### src/rtl/tetris_pkg.sv
// tetris_pkg: command encoding, button indices and event priority shared by the input controller.
// Latency: none (types, constants and a pure selection function).
// Backpressure: none.
package tetris_pkg;

    // Commands presented to the tetris core. Button bit b maps to command b+1.
    typedef enum logic [2:0] {
        CTRL_NONE    = 3'd0,
        CTRL_LEFT    = 3'd1,
        CTRL_RIGHT   = 3'd2,
        CTRL_ROTATE  = 3'd3,
        CTRL_SOFT    = 3'd4,
        CTRL_HARD    = 3'd5,
        CTRL_HOLD    = 3'd6,
        CTRL_GRAVITY = 3'd7
    } ctrl_e;

    localparam int NUM_BTN    = 6;
    localparam int NUM_EVT    = 7;

    localparam int BTN_LEFT   = 0;
    localparam int BTN_RIGHT  = 1;
    localparam int BTN_ROTATE = 2;
    localparam int BTN_SOFT   = 3;
    localparam int BTN_HARD   = 4;
    localparam int BTN_HOLD   = 5;

    // Buttons that auto-repeat while held (only used when auto-repeat is built).
    localparam logic [NUM_BTN-1:0] RPT_MASK = (6'd1 << BTN_LEFT) | (6'd1 << BTN_RIGHT) | (6'd1 << BTN_SOFT);

    // Delivery order, highest priority first.
    localparam ctrl_e PRIO [NUM_EVT] = '{CTRL_HARD, CTRL_HOLD, CTRL_ROTATE, CTRL_LEFT,
                                         CTRL_RIGHT, CTRL_SOFT, CTRL_GRAVITY};

    // Highest-priority command whose pending bit is set; CTRL_NONE if none.
    function automatic ctrl_e pick_event(input logic [7:1] avail);
        ctrl_e sel;
        sel = CTRL_NONE;
        for (int i = NUM_EVT - 1; i >= 0; i--) begin
            if (avail[PRIO[i]]) begin
                sel = PRIO[i];
            end
        end
        return sel;
    endfunction

endpackage

### src/rtl/tetris_debounce.sv
// tetris_debounce: 2-flop synchronizer plus stable-run debouncer for one raw button.
// Latency: raw change reaches state after 2 sync edges plus DEBOUNCE_CYC stable cycles.
// Backpressure: none; flip is a combinational strobe valid on the edge state changes.
module tetris_debounce #(
    parameter int DEBOUNCE_CYC = 1000000
) (
    input  logic clk,
    input  logic reset,
    input  logic btn_raw,
    output logic state,
    output logic flip
);
    localparam int CNT_W = $clog2(DEBOUNCE_CYC + 1);

    logic             sync_q1;
    logic             sync_q2;
    logic [CNT_W-1:0] cnt;

    // The edge on which state takes the synchronized value.
    assign flip = (sync_q2 != state) && (cnt == CNT_W'(DEBOUNCE_CYC - 1));

    // Synchronize, then count consecutive cycles of disagreement before accepting the new level.
    always_ff @(posedge clk) begin
        if (reset) begin
            sync_q1 <= 1'b0;
            sync_q2 <= 1'b0;
            state   <= 1'b0;
            cnt     <= '0;
        end else begin
            sync_q1 <= btn_raw;
            sync_q2 <= sync_q1;
            if (sync_q2 == state) begin
                cnt <= '0;
            end else if (flip) begin
                state <= sync_q2;
                cnt   <= '0;
            end else begin
                cnt <= cnt + 1'b1;
            end
        end
    end

endmodule

### src/rtl/tetris_input_ctrl.sv
// tetris_input_ctrl: debounced buttons and a level-scaled gravity timer -> one command at a time to the core.
// Latency: debounced press sets pending on edge N, ctrl presents it after edge N+1.
// Backpressure: ctrl holds until ctrl_ready; repeat events coalesce in pending bits. Auto-repeat: TETRIS_AUTO_REPEAT_EN.
module tetris_input_ctrl
    import tetris_pkg::*;
#(
    parameter int DEBOUNCE_CYC = 1000000,
    parameter int REPEAT_DELAY = 30000000,
    parameter int REPEAT_RATE  = 8000000,
    parameter int GRAVITY_BASE = 100000000,
    parameter int GRAVITY_STEP = 6000000,
    parameter int GRAVITY_MIN  = 5000000
) (
    input  logic       clk,
    input  logic       reset,
    input  logic [5:0] btn,
    input  logic [3:0] level,
    input  logic       ctrl_ready,
    output logic [2:0] ctrl
);
    logic [NUM_BTN-1:0] db_state;
    logic [NUM_BTN-1:0] db_flip;
    logic [NUM_BTN-1:0] db_rise;
    logic [NUM_BTN-1:0] rpt_evt;
    logic [NUM_BTN-1:0] btn_evt;
    logic [31:0]        grav_cnt;
    logic [31:0]        grav_period;
    logic [31:0]        step_total;
    logic               grav_tick;
    logic               accept;
    logic               drop_acc;
    logic [7:1]         acc_mask;
    logic [7:1]         set_mask;
    logic [7:1]         pend;

    // A zero timing parameter would leave a counter compare that never matches.
    if (DEBOUNCE_CYC < 1 || REPEAT_DELAY < 1 || REPEAT_RATE < 1 || GRAVITY_MIN < 1) begin : g_bad_cfg
        $error("tetris_input_ctrl: timing parameters must be >= 1");
    end

    for (genvar g = 0; g < NUM_BTN; g++) begin : g_btn
        tetris_debounce #(
            .DEBOUNCE_CYC(DEBOUNCE_CYC)
        ) u_debounce (
            .clk    (clk),
            .reset  (reset),
            .btn_raw(btn[g]),
            .state  (db_state[g]),
            .flip   (db_flip[g])
        );
    end

    // A press is a flip while the debounced state is still low.
    assign db_rise = db_flip & ~db_state;

`ifdef TETRIS_AUTO_REPEAT_EN
    localparam int RPT_MAX = (REPEAT_DELAY > REPEAT_RATE) ? REPEAT_DELAY : REPEAT_RATE;
    localparam int RPT_W   = $clog2(RPT_MAX + 1);

    for (genvar g = 0; g < NUM_BTN; g++) begin : g_rpt
        if (RPT_MASK[g]) begin : g_on
            logic [RPT_W-1:0] cnt;
            logic             in_rate;
            logic             held;

            // Held means debounced high and not releasing on this edge.
            assign held       = db_state[g] && !db_flip[g];
            assign rpt_evt[g] = held && (cnt == (in_rate ? RPT_W'(REPEAT_RATE - 1)
                                                         : RPT_W'(REPEAT_DELAY - 1)));

            // Initial delay phase, then fixed-rate phase; any release starts over.
            always_ff @(posedge clk) begin
                if (reset || !held) begin
                    cnt     <= '0;
                    in_rate <= 1'b0;
                end else if (rpt_evt[g]) begin
                    cnt     <= '0;
                    in_rate <= 1'b1;
                end else begin
                    cnt <= cnt + 1'b1;
                end
            end
        end else begin : g_off
            assign rpt_evt[g] = 1'b0;
        end
    end
`else
    assign rpt_evt = '0;
`endif

    assign btn_evt = db_rise | rpt_evt;

    // Gravity period shrinks with level and is floored at GRAVITY_MIN; level is used live.
    always_comb begin
        step_total = 32'(level) * 32'(GRAVITY_STEP);
        if (step_total + 32'(GRAVITY_MIN) >= 32'(GRAVITY_BASE)) begin
            grav_period = 32'(GRAVITY_MIN);
        end else begin
            grav_period = 32'(GRAVITY_BASE) - step_total;
        end
    end

    // ">=" so a level increase past the current count ticks on the next edge.
    assign grav_tick = grav_cnt >= grav_period - 32'd1;
    assign accept    = (ctrl != 3'd0) && ctrl_ready;
    assign drop_acc  = accept && (ctrl == CTRL_SOFT || ctrl == CTRL_HARD);
    // Pending bit k belongs to command k, so the accepted one is a shift of ctrl.
    assign acc_mask  = 7'(accept) << (ctrl - 3'd1);
    assign set_mask  = {grav_tick, btn_evt};

    // Gravity timer: free-running, restarted by its own tick or an accepted drop.
    always_ff @(posedge clk) begin
        if (reset || grav_tick || drop_acc) begin
            grav_cnt <= '0;
        end else begin
            grav_cnt <= grav_cnt + 32'd1;
        end
    end

    // Pending bits and command register: new events win over the clear of an accepted bit,
    // and the reload only sees bits set before this edge.
    always_ff @(posedge clk) begin
        if (reset) begin
            pend <= '0;
            ctrl <= CTRL_NONE;
        end else begin
            pend <= (pend & ~acc_mask) | set_mask;
            if (ctrl == 3'd0 || accept) begin
                ctrl <= pick_event(pend & ~acc_mask);
            end
        end
    end

endmodule

### config.mk
export PLATFORM = sky130hd
export DESIGN_NAME = tetris_input_ctrl
export DESIGN_NICKNAME = d
export VERILOG_FILES = /design/src/rtl/tetris_pkg.sv /design/src/rtl/tetris_debounce.sv /design/src/rtl/tetris_input_ctrl.sv
export SDC_FILE = /design/constraint.sdc
export NUM_CORES = 1
export LEC_CHECK = 0
export CORE_MARGIN = 3
export CORE_UTILIZATION = 40
export DETAILED_ROUTE_END_ITERATION = 8
export GPL_TIMING_DRIVEN = 0
export PLACE_DENSITY = 0.65
export SYNTH_ARGS = -nofsm -noshare
export SYNTH_HDL_FRONTEND = slang
export SYNTH_HIERARCHICAL = 1
export SYNTH_SLANG_ARGS = --single-unit
### constraint.sdc
create_clock -name clk -period 9.55 [get_ports clk]
set_input_delay 1.91 -clock clk [delete_from_list [all_inputs] [get_ports clk]]
set_output_delay 1.91 -clock clk [all_outputs]
set_load 0.02 [all_outputs]
After elaboration in Yosys (flattened, before gate mapping) --
Index checks and enable logic that the tools add are counted. Widths: inputs -> output; s select.
Storage, ports and cells: bits in registers 180, input bits 13, output and inout bits 3, word-level logic and storage cells 107
Operators by class: $add $sub $neg 11, $mul 1, order comparisons 2, equal/unequal tests 20, shift-type cells 1, muxes and demuxes 8, bitwise gates (word level) 11, reduce and logical (&&, ||, !) cells 26
Operators with widths (count):
- $add 20x1->20 const B | 6
- $eq 20x20->1 const B | 6
- $add 32x1->32 const B | 1
- $ge 32x32->1 | 1
- $mux 32 | 1
- $sub 32x1->32 const B | 1
- $add 27x23->28 const B | 1
- $ge 28x27->1 const B | 1
- $sub 27x27->28 const A | 1
- $mux 3 | 7
- $mul 4x16->20 const B | 1
- $reduce_or 3->1 | 6
- $reduce_and 2->1 | 6
- $logic_and 1x1->1 | 8
- $and 7x7->7 | 1
- $not 7->7 | 1
- $or 7x7->7 | 1
- $shl 1x3->7 | 1
- $and 6x6->6 | 1
- $eq 1x1->1 | 6
- $eq 3x3->1 const B | 2
- $ne 1x1->1 | 6
- $not 1->1 | 6
- $not 6->6 | 1
- other kinds (4) | 7

Logic depth before layout (Yosys ltp) --
Gate-level depths: netlist of the first run.
depth after elaboration 12, gate-level depth with buffers 30, depth with buffers taken out 27

Modules after synthesis --
Netlist of the first run, hierarchy kept.
By module, submodules not included:
- tetris_debounce | times used 6, cells an instance 113, area each 1028.5 um2, sequential area each 460.4 um2
- tetris_input_ctrl | times used 1, cells an instance 529, area each 4334.2 um2, sequential area each 840.8 um2

Least setup slack after synthesis of the first run --
No wires, ideal clock.
kind input to register, start input port level[2], end register grav_cnt[10], library setup time 0.065 ns, arrival time 7.770 ns, data required time 9.485 ns, slack 1.715 ns, stages on the path 29, path buffers 2, path through inv_1 ha_1 xnor2_1 ha_1 or2_2 ha_1 a31oi_4 a22o_1 a211o_1 or4_4 a21oi_2 xnor2_1 a31o_1 nand2_1 or3_1 a21o_1 ha_1 a21o_1 a21o_1 a21o_1 a21o_1 a21o_1 a21o_1 a21oi_1 o31ai_1 or3_1 clkbuf_1 clkbuf_1 nor2_1
Between the ends: word-level cells in the longest chain between the ends 8, elaborated cells between the ends (all ways) 9, those cells by class add/sub (3); mul (1); order compare (2); mux (1); reduce/logical (2)
Ends and longest elaborated chain:
- from (decl) | line tetris_input_ctrl.sv:17 | input logic [3:0] level,
- $mul 4x16->20 (*) | line tetris_input_ctrl.sv:95 | step_total = 32'(level) * 32'(GRAVITY_STEP);
- $add 27x23->28 | line tetris_input_ctrl.sv:96 | if (step_total + 32'(GRAVITY_MIN) >= 32'(GRAVITY_BASE)) begin
- $ge 28x27->1 | line tetris_input_ctrl.sv:96
- $mux 32 (*) | line tetris_input_ctrl.sv:96
- $sub 32x1->32 (*) | line tetris_input_ctrl.sv:104 | assign grav_tick = grav_cnt >= grav_period - 32'd1;
- $ge 32x32->1 (*) | line tetris_input_ctrl.sv:104
- $logic_or 1x1->1 (*) (2 in series) | line tetris_input_ctrl.sv:113 | if (reset || grav_tick || drop_acc) begin
- to (signal assigned) | line tetris_input_ctrl.sv:116 | grav_cnt <= grav_cnt + 32'd1;
- to (decl) | line tetris_input_ctrl.sv:26 | logic [31:0] grav_cnt;
Mark *: on every way between the ends. The rest lies on a longest branch, timed or not. A chain may end at the register's enable or synchronous reset.

Worst setup path in the final report of the first run --
start input port level[2], end register grav_cnt[15]
Same word-level chain as after synthesis.

==> run_results.csv, run 1 <==
group,metric,value,unit
status,status,"completed",
pwr,irDropWorstVdd,0.104,mV
clocking,cts_max_level,4,
critical_path,crit_path_max_fanout,10,
layout,drive_gt1_frac,0.0827,
layout,syn_to_final_growth,11.6,%
pwr,p_leak,3.93,nW
sta,hold_viol,0,
critical_path,critPathMaxStageDelay,0.65,ns
sta,drv_slew,0,
sta,fin_crit_sh,0.938,
die,die_y,168,um
route,routed_wl,20500,um
critical_path,cp_top_family,"compound AO/OA/AOI/OAI gates",
logic_synthesis,async_flop_share,0,
sta,rsz0062_at_grt,"false",
global_route,overflow,0,
logic_synthesis,yosysMostFrequentCell,"dfxtp_1",
die,ioPinCount,16,
route,wl_per_cell,12.9,um
logic_synthesis,synth_edf_count,0,
pwr,cellPowerDensity,166,nW/um^2
critical_path,path_buf_inv,5,
route,via_per_inst,5.25,
logic_synthesis,yosys-top-cells-area,"dfxtp_1 (34%), xnor2_1 (9.3%), ha_1 (7.5%)",
layout,diodes,0,
clocking,clockRootBuffer,"clkbuf_16",
sta,fin_skew,0.0130,ns
layout,fin_nets,1324,
clocking,cts_tree,"done",
global_route,grt_max_degree,33,
critical_path,cp.arrival,9.32,ns
route,drt-pass1-iter-count,6,
route,drc_errors,0,
logic_synthesis,synth_cell_types,74,
die,start_util,0.412,
placement,place.gp.congestion,0.812,
die,num_rows,58,
critical_path,worstSetupPathType,"in2reg",
logic_synthesis,syn-cell-area,10500,sq um
placement,port_buffers,15,
global_route,grt_use_total,0.148,
global_route,grt_pass1_wl,36100,um
sta,fin_tns_setup,0,ns
sta,max_clock_freq,112,MHz
route,dr_total_vias,8339,
clocking,clockBufferDepth,2,
critical_path,cp-start-kind,"input pin",
sta,tightest_slew,1.22,ns
die,core,25500,sq um
sta,fin_crit,8.96,ns
clocking,worstSkewPairLatency,0.43,ns
critical_path,crit_top_cell,"a21o_1",
sta,setup_violations,0,
flow_run,cap_violations,0,
sta,slew_headroom,0.184,
logic_synthesis,syn_inst,1207,
die,dieArea,28200,sq um
logic_synthesis,ys.warnings.count,6,
route,drt_iter0_drc,332,
global_route,antenna_found_initial,0,
logic_synthesis,avgSynthCellArea,8.70,sq um
logic_synthesis,synth_common_cells,"dfxtp_1 (180), nor2_1 (172), xnor2_1 (111), nand2_1 (76), ha_1 (63)",
logic_synthesis,synth_top_area_share,0.343,
layout,fin_util,0.460,
die,die_w,168,um
logic_synthesis,yosys.area.top_type,"dfxtp_1",
global_route,grt_pass1_vias,7941,
route,antenna_left,0,
logic_synthesis,synthFlopType,"dfxtp_1",
critical_path,cp.required,9.91,ns
logic_synthesis,synth-seq-cells,180,
critical_path,endpoint_kind,"register",
logic_synthesis,seq_area_frac_synth,0.343,
placement,dp_hpwl,14900,um
clocking,clkTransAtPathRegs,0.07,ns
clocking,clock-sinks,180,
critical_path,cp_slowest_cell,"clkdlybuf4s50_1",
min_path,min_path_type,"reg2reg",
clocking,cts_buffers,17,
==> cell type report <==
class / instances / area, sq um
repair buffers: 15 / 150
fillers: 2441 / 13700
flip-flops and latches: 180 / 3600
multi-input cells: 964 / 6620
well taps: 330 / 413
inverters: 43 / 161
clock inverters: 14 / 206
plain buffers: 24 / 140
clock buffers: 18 / 429
==> through the flow <==
step | total power, mW | instances | area (sq um) | setup WS [ns] | hold slack, ns
4_1_cts | 1.97 | 1588 | 11700 | 0.581 | 0.437
2_1_floorplan | 1.12 | 1211 | 10500 | 1.72 | 0.413
5_1_grt | 2.06 | 1588 | 11700 | 0.0719 | 0.448
6_report | 1.95 | 1588 | 11700 | 0.592 | 0.436
3_3_place_gp | 1.20 | 1556 | 11100 | 0.208 | 0.422
3_5_place_dp | 1.21 | 1556 | 11100 | 0.139 | 0.420
==> cell usage in the layout, fill, tap and decap left out, types with 17 or more instances in the layout <==
cell       synthesis  layout
dfxtp_1          180     180
nor2_1           172     172
xnor2_1          111     111
nand2_1           76      76
ha_1              63      63
xor2_1            55      54
nor3_1            51      51
nand3_1           46      46
a21oi_1           42      42
inv_1             42      42
nand4_1           38      38
a21o_1            20      20
nor4_1            19      19
o21ai_0           18      18
nor2b_1           18      18
clkbuf_16          0      17
==> routing by layer <==
layer  part of all wire  global-route usage  wire length (um)  vias up
met5                  0                   0                 0        -
met4             0.0052              0.0302               106        0
met3              0.020              0.0291               409        8
met2               0.46               0.243              9410       61
met1               0.52               0.203             10600     3890
li1                   -                   -                 -     4380
==> what timing repair did <==
| action | in CTS | in global routing |
|---|---|---|
| hold endpoints to repair | 0 | 0 |
| resized for setup | 0 | 1 |
| setup buffers | 0 | 0 |
| hold buffers | 0 | 0 |
| endpoints found under the setup margin | 0 | 11 |
==> power by group <==
group	total, mW	leakage [nW]	internal (mW)	switching, mW
Sequential	0.757	1.45	0.754	0.00257
Combinational	0.437	2.17	0.182	0.254
Clock	0.754	0.312	0.427	0.326
Total	1.95	3.93	1.36	0.583
==> worst reg2reg max path: cells and delay by family (launching register included) <==
kind	cells	cell delay [ns]
adders and majority gates	1	0.22
and+or+nand+nor	3	0.74
AOI/OAI and AO/OA	7	1.42
buffers and inverters	2	0.43
DFF	1	0.33
==> registers in the layout, indices dropped and copies added, names as in the netlist <==
signal                    count
ctrl                          3
pend                          7
g_btn.u_debounce/state        6
g_btn.u_debounce/sync_q2      6
g_btn.u_debounce/cnt        120
g_btn.u_debounce/sync_q1      6
grav_cnt                     32
==> final timing paths <==
| check | cells after the start | slack, ns | startpoint | end |
|---|---|---|---|---|
| worst max-delay path | 30 | 0.59 | level[2] | grav_cnt[15]$_SDFF_PP0_ |
| worst min-delay path | 1 | 0.44 | g_btn[3].u_debounce/sync_q1$_SDFF_PP0_ | g_btn[3].u_debounce/sync_q2$_SDFF_PP0_ |
| worst max register to register | 13 | 6.36 | grav_cnt[0]$_SDFF_PP0_ | grav_cnt[15]$_SDFF_PP0_ |
| worst min register to register | 1 | 0.44 | g_btn[3].u_debounce/sync_q1$_SDFF_PP0_ | g_btn[3].u_debounce/sync_q2$_SDFF_PP0_ |
==> cells by family after synthesis <==
family / synth area share
xor+xnor: 0.140
mux: 0.00191
other cells: 0.000357
fa+ha+maj: 0.0808
compound gates: 0.126
buf+inv: 0.0287
simple gates: 0.279
flops: 0.343
No activity file was read; power rests on OpenSTA's default activity.
==> inputs of run 2 (changes only) <==
- CORE_MARGIN: 3 -> default
- MAX_ROUTING_LAYER: default -> met4
==> run_results.csv, run 2 (same netlist as run 1, synthesis figures left out) <==
group,metric,value,unit
global_route,grt_pass1_vias,7755,
sta,fin_crit_sh,0.925,
clocking,clockRootBuffer,"clkbuf_16",
sta,fin_tns_setup,0,ns
clocking,cts_tree,"done",
sta,fin_crit,8.84,ns
global_route,met1_usage,0.210,
die,die_y,164,um
sta,slew_headroom,0.162,
pwr,p_total,1.89,mW
sta,hold_viol,0,
die,dieArea,26900,sq um
layout,final_cells,1588,
status,status,"completed",
critical_path,worstSetupPathType,"in2reg",
layout,fill_cells,2444,
critical_path,cp_slowest_cell,"clkdlybuf4s50_1",
die,num_rows,58,
route,via_per_inst,5.22,
placement,place.gp.congestion,0.802,
layout,layout_commonest_cell,"dfxtp_1",
pwr,irDropWorstVdd,0.0915,mV
critical_path,cp.required,9.90,ns
pwr,p_leak,3.92,nW
placement,port_buffers,15,
global_route,busiest_layer,"met2",
die,die_w,164,um
sta,max_clock_freq,113,MHz
layout,drive_gt1_frac,0.0843,
sta,drv_slew,0,
global_route,overflow,0,
route,routed_wl,20100,um
placement,dp_cells,1556,
critical_path,crit_top_cell,"a21o_1",
placement,dp_hpwl,14700,um
critical_path,cp.arrival,9.19,ns
pwr,switching_share,0.305,
route,drc_errors,0,
die,start_util,0.412,
global_route,grt_max_degree,33,
layout,layout_common_cells,"dfxtp_1 (180), nor2_1 (172), xnor2_1 (111), nand2_1 (76), ha_1 (63)",
min_path,min_path_type,"reg2reg",
sta,setup_violations,0,
critical_path,critPathMaxStageDelay,0.64,ns
pwr,cellPowerDensity,162,nW/um^2
layout,top_register,"g_btn.u_debounce/cnt",
clocking,cts_setup_buffers,0,
pwr,power_frac_seq,0.400,
critical_path,rrSetupSlack,6.37,ns
global_route,gr-usage-met3,0.0280,
pwr,comb_power_share,0.230,
clocking,clockBufferDepth,2,
clocking,cts_max_level,4,
layout,largest_register_ffs,120,
layout,final_area,11700,sq um
pwr,power.share.clock,0.371,
critical_path,endpoint_kind,"register",
clocking,cts_buffers,17,
pwr,internal_power,1.32,mW
clocking,worstSkewPairLatency,0.43,ns
min_path,hold-path-cell-count,1,
layout,fin_nets,1324,
clocking,clkTransAtPathRegs,0.07,ns
sta,rsz0062_at_grt,"false",
global_route,antenna_found_initial,0,
flow_run,cap_violations,0,
clocking,clock-sinks,180,
route,wl_per_cell,12.6,um
critical_path,cp-start-kind,"input pin",
clocking,cts_resized,0,
layout,diodes,0,
placement,post_dp_cell_area,11100,sq um
sta,tightest_slew,1.25,ns
sta,hold_slack,0.441,ns
route,dr_total_vias,8284,
route,drt-pass1-iter-count,5,
layout,reg.largest.list,"g_btn.u_debounce/cnt x120, grav_cnt x32, pend x7",
route,drt_iter0_drc,348,
critical_path,rr_worst_depth,13,
clocking,ctsHoldBuffers,0,
critical_path,crit_path_max_fanout,10,
global_route,grt_use_total,0.161,
route,antenna_left,0,
global_route,met2_usage,0.256,
die,ioPinCount,16,
die,core,25500,sq um
global_route,grt_pass1_wl,35100,um
sta,fin_skew,0.0166,ns
layout,syn_to_final_growth,11.3,%
pwr,p_sw,0.577,mW
[run 2: changes by cell type in the layout (fill, tap and decap cells not counted), sizes merged]
cell    previous run  this run
inv               51        47
bufinv             3         1
clkinv             3         9
[run 2: worst paths after layout]
kind                                          startpoint                                     end
setup / recovery                                level[2]                 grav_cnt[22]$_SDFF_PP0_
hold / removal    g_btn[2].u_debounce/sync_q1$_SDFF_PP0_  g_btn[2].u_debounce/sync_q2$_SDFF_PP0_
setup reg to reg                 grav_cnt[17]$_SDFF_PP0_                 grav_cnt[22]$_SDFF_PP0_
hold reg to reg   g_btn[2].u_debounce/sync_q1$_SDFF_PP0_  g_btn[2].u_debounce/sync_q2$_SDFF_PP0_
[run 2: power by group through the flow]
| stage | clock network (mW) | logic, mW | registers, mW |
|---|---|---|---|
| 2_1_floorplan | 0 | 0.350 | 0.774 |
| 3_3_place_gp | 0 | 0.427 | 0.774 |
| 3_5_place_dp | 0 | 0.432 | 0.774 |
| 4_1_cts | 0.728 | 0.435 | 0.757 |
| 5_1_grt | 0.759 | 0.488 | 0.757 |
| 6_report | 0.702 | 0.435 | 0.757 |
[run 2: layer usage]
metal	up-vias	wire length, um
met4	0	240
met2	77	9050
li1	4379	-
met3	14	429
met5	-	0
met1	3814	10300
[run 2: area by class of cell]
type	instances	area (sq um)	share of cell area
multi-input combinational	964	6620	0.566
clock buffer	18	439	0.0375
timing repair buffer	15	150	0.0128
sequential	180	3600	0.308
inverter	43	161	0.0138
clock inverter	14	165	0.0141
tap	330	413	0.0353
buffer	24	141	0.0121
[run 2: stage by stage]
step | utilization | setup WS [ns]
after global routing | 0.459 | 0.0313
after detailed placement | 0.435 | 0.132
after CTS | 0.459 | 0.549
after floorplan | - | 1.72
final | 0.459 | 0.713
after global placement | 0.435 | 0.200
[run 2: critical path: cells and delay by family]
family | cells | cell delay, ns
XOR/XNOR | 1 | 0.17
adder cells (fa/ha/maj) | 4 | 1.20
AND/OR/NAND/NOR | 6 | 1.41
AO/OA/AOI/OAI | 14 | 3.14
buffers and inverters | 5 | 1.36
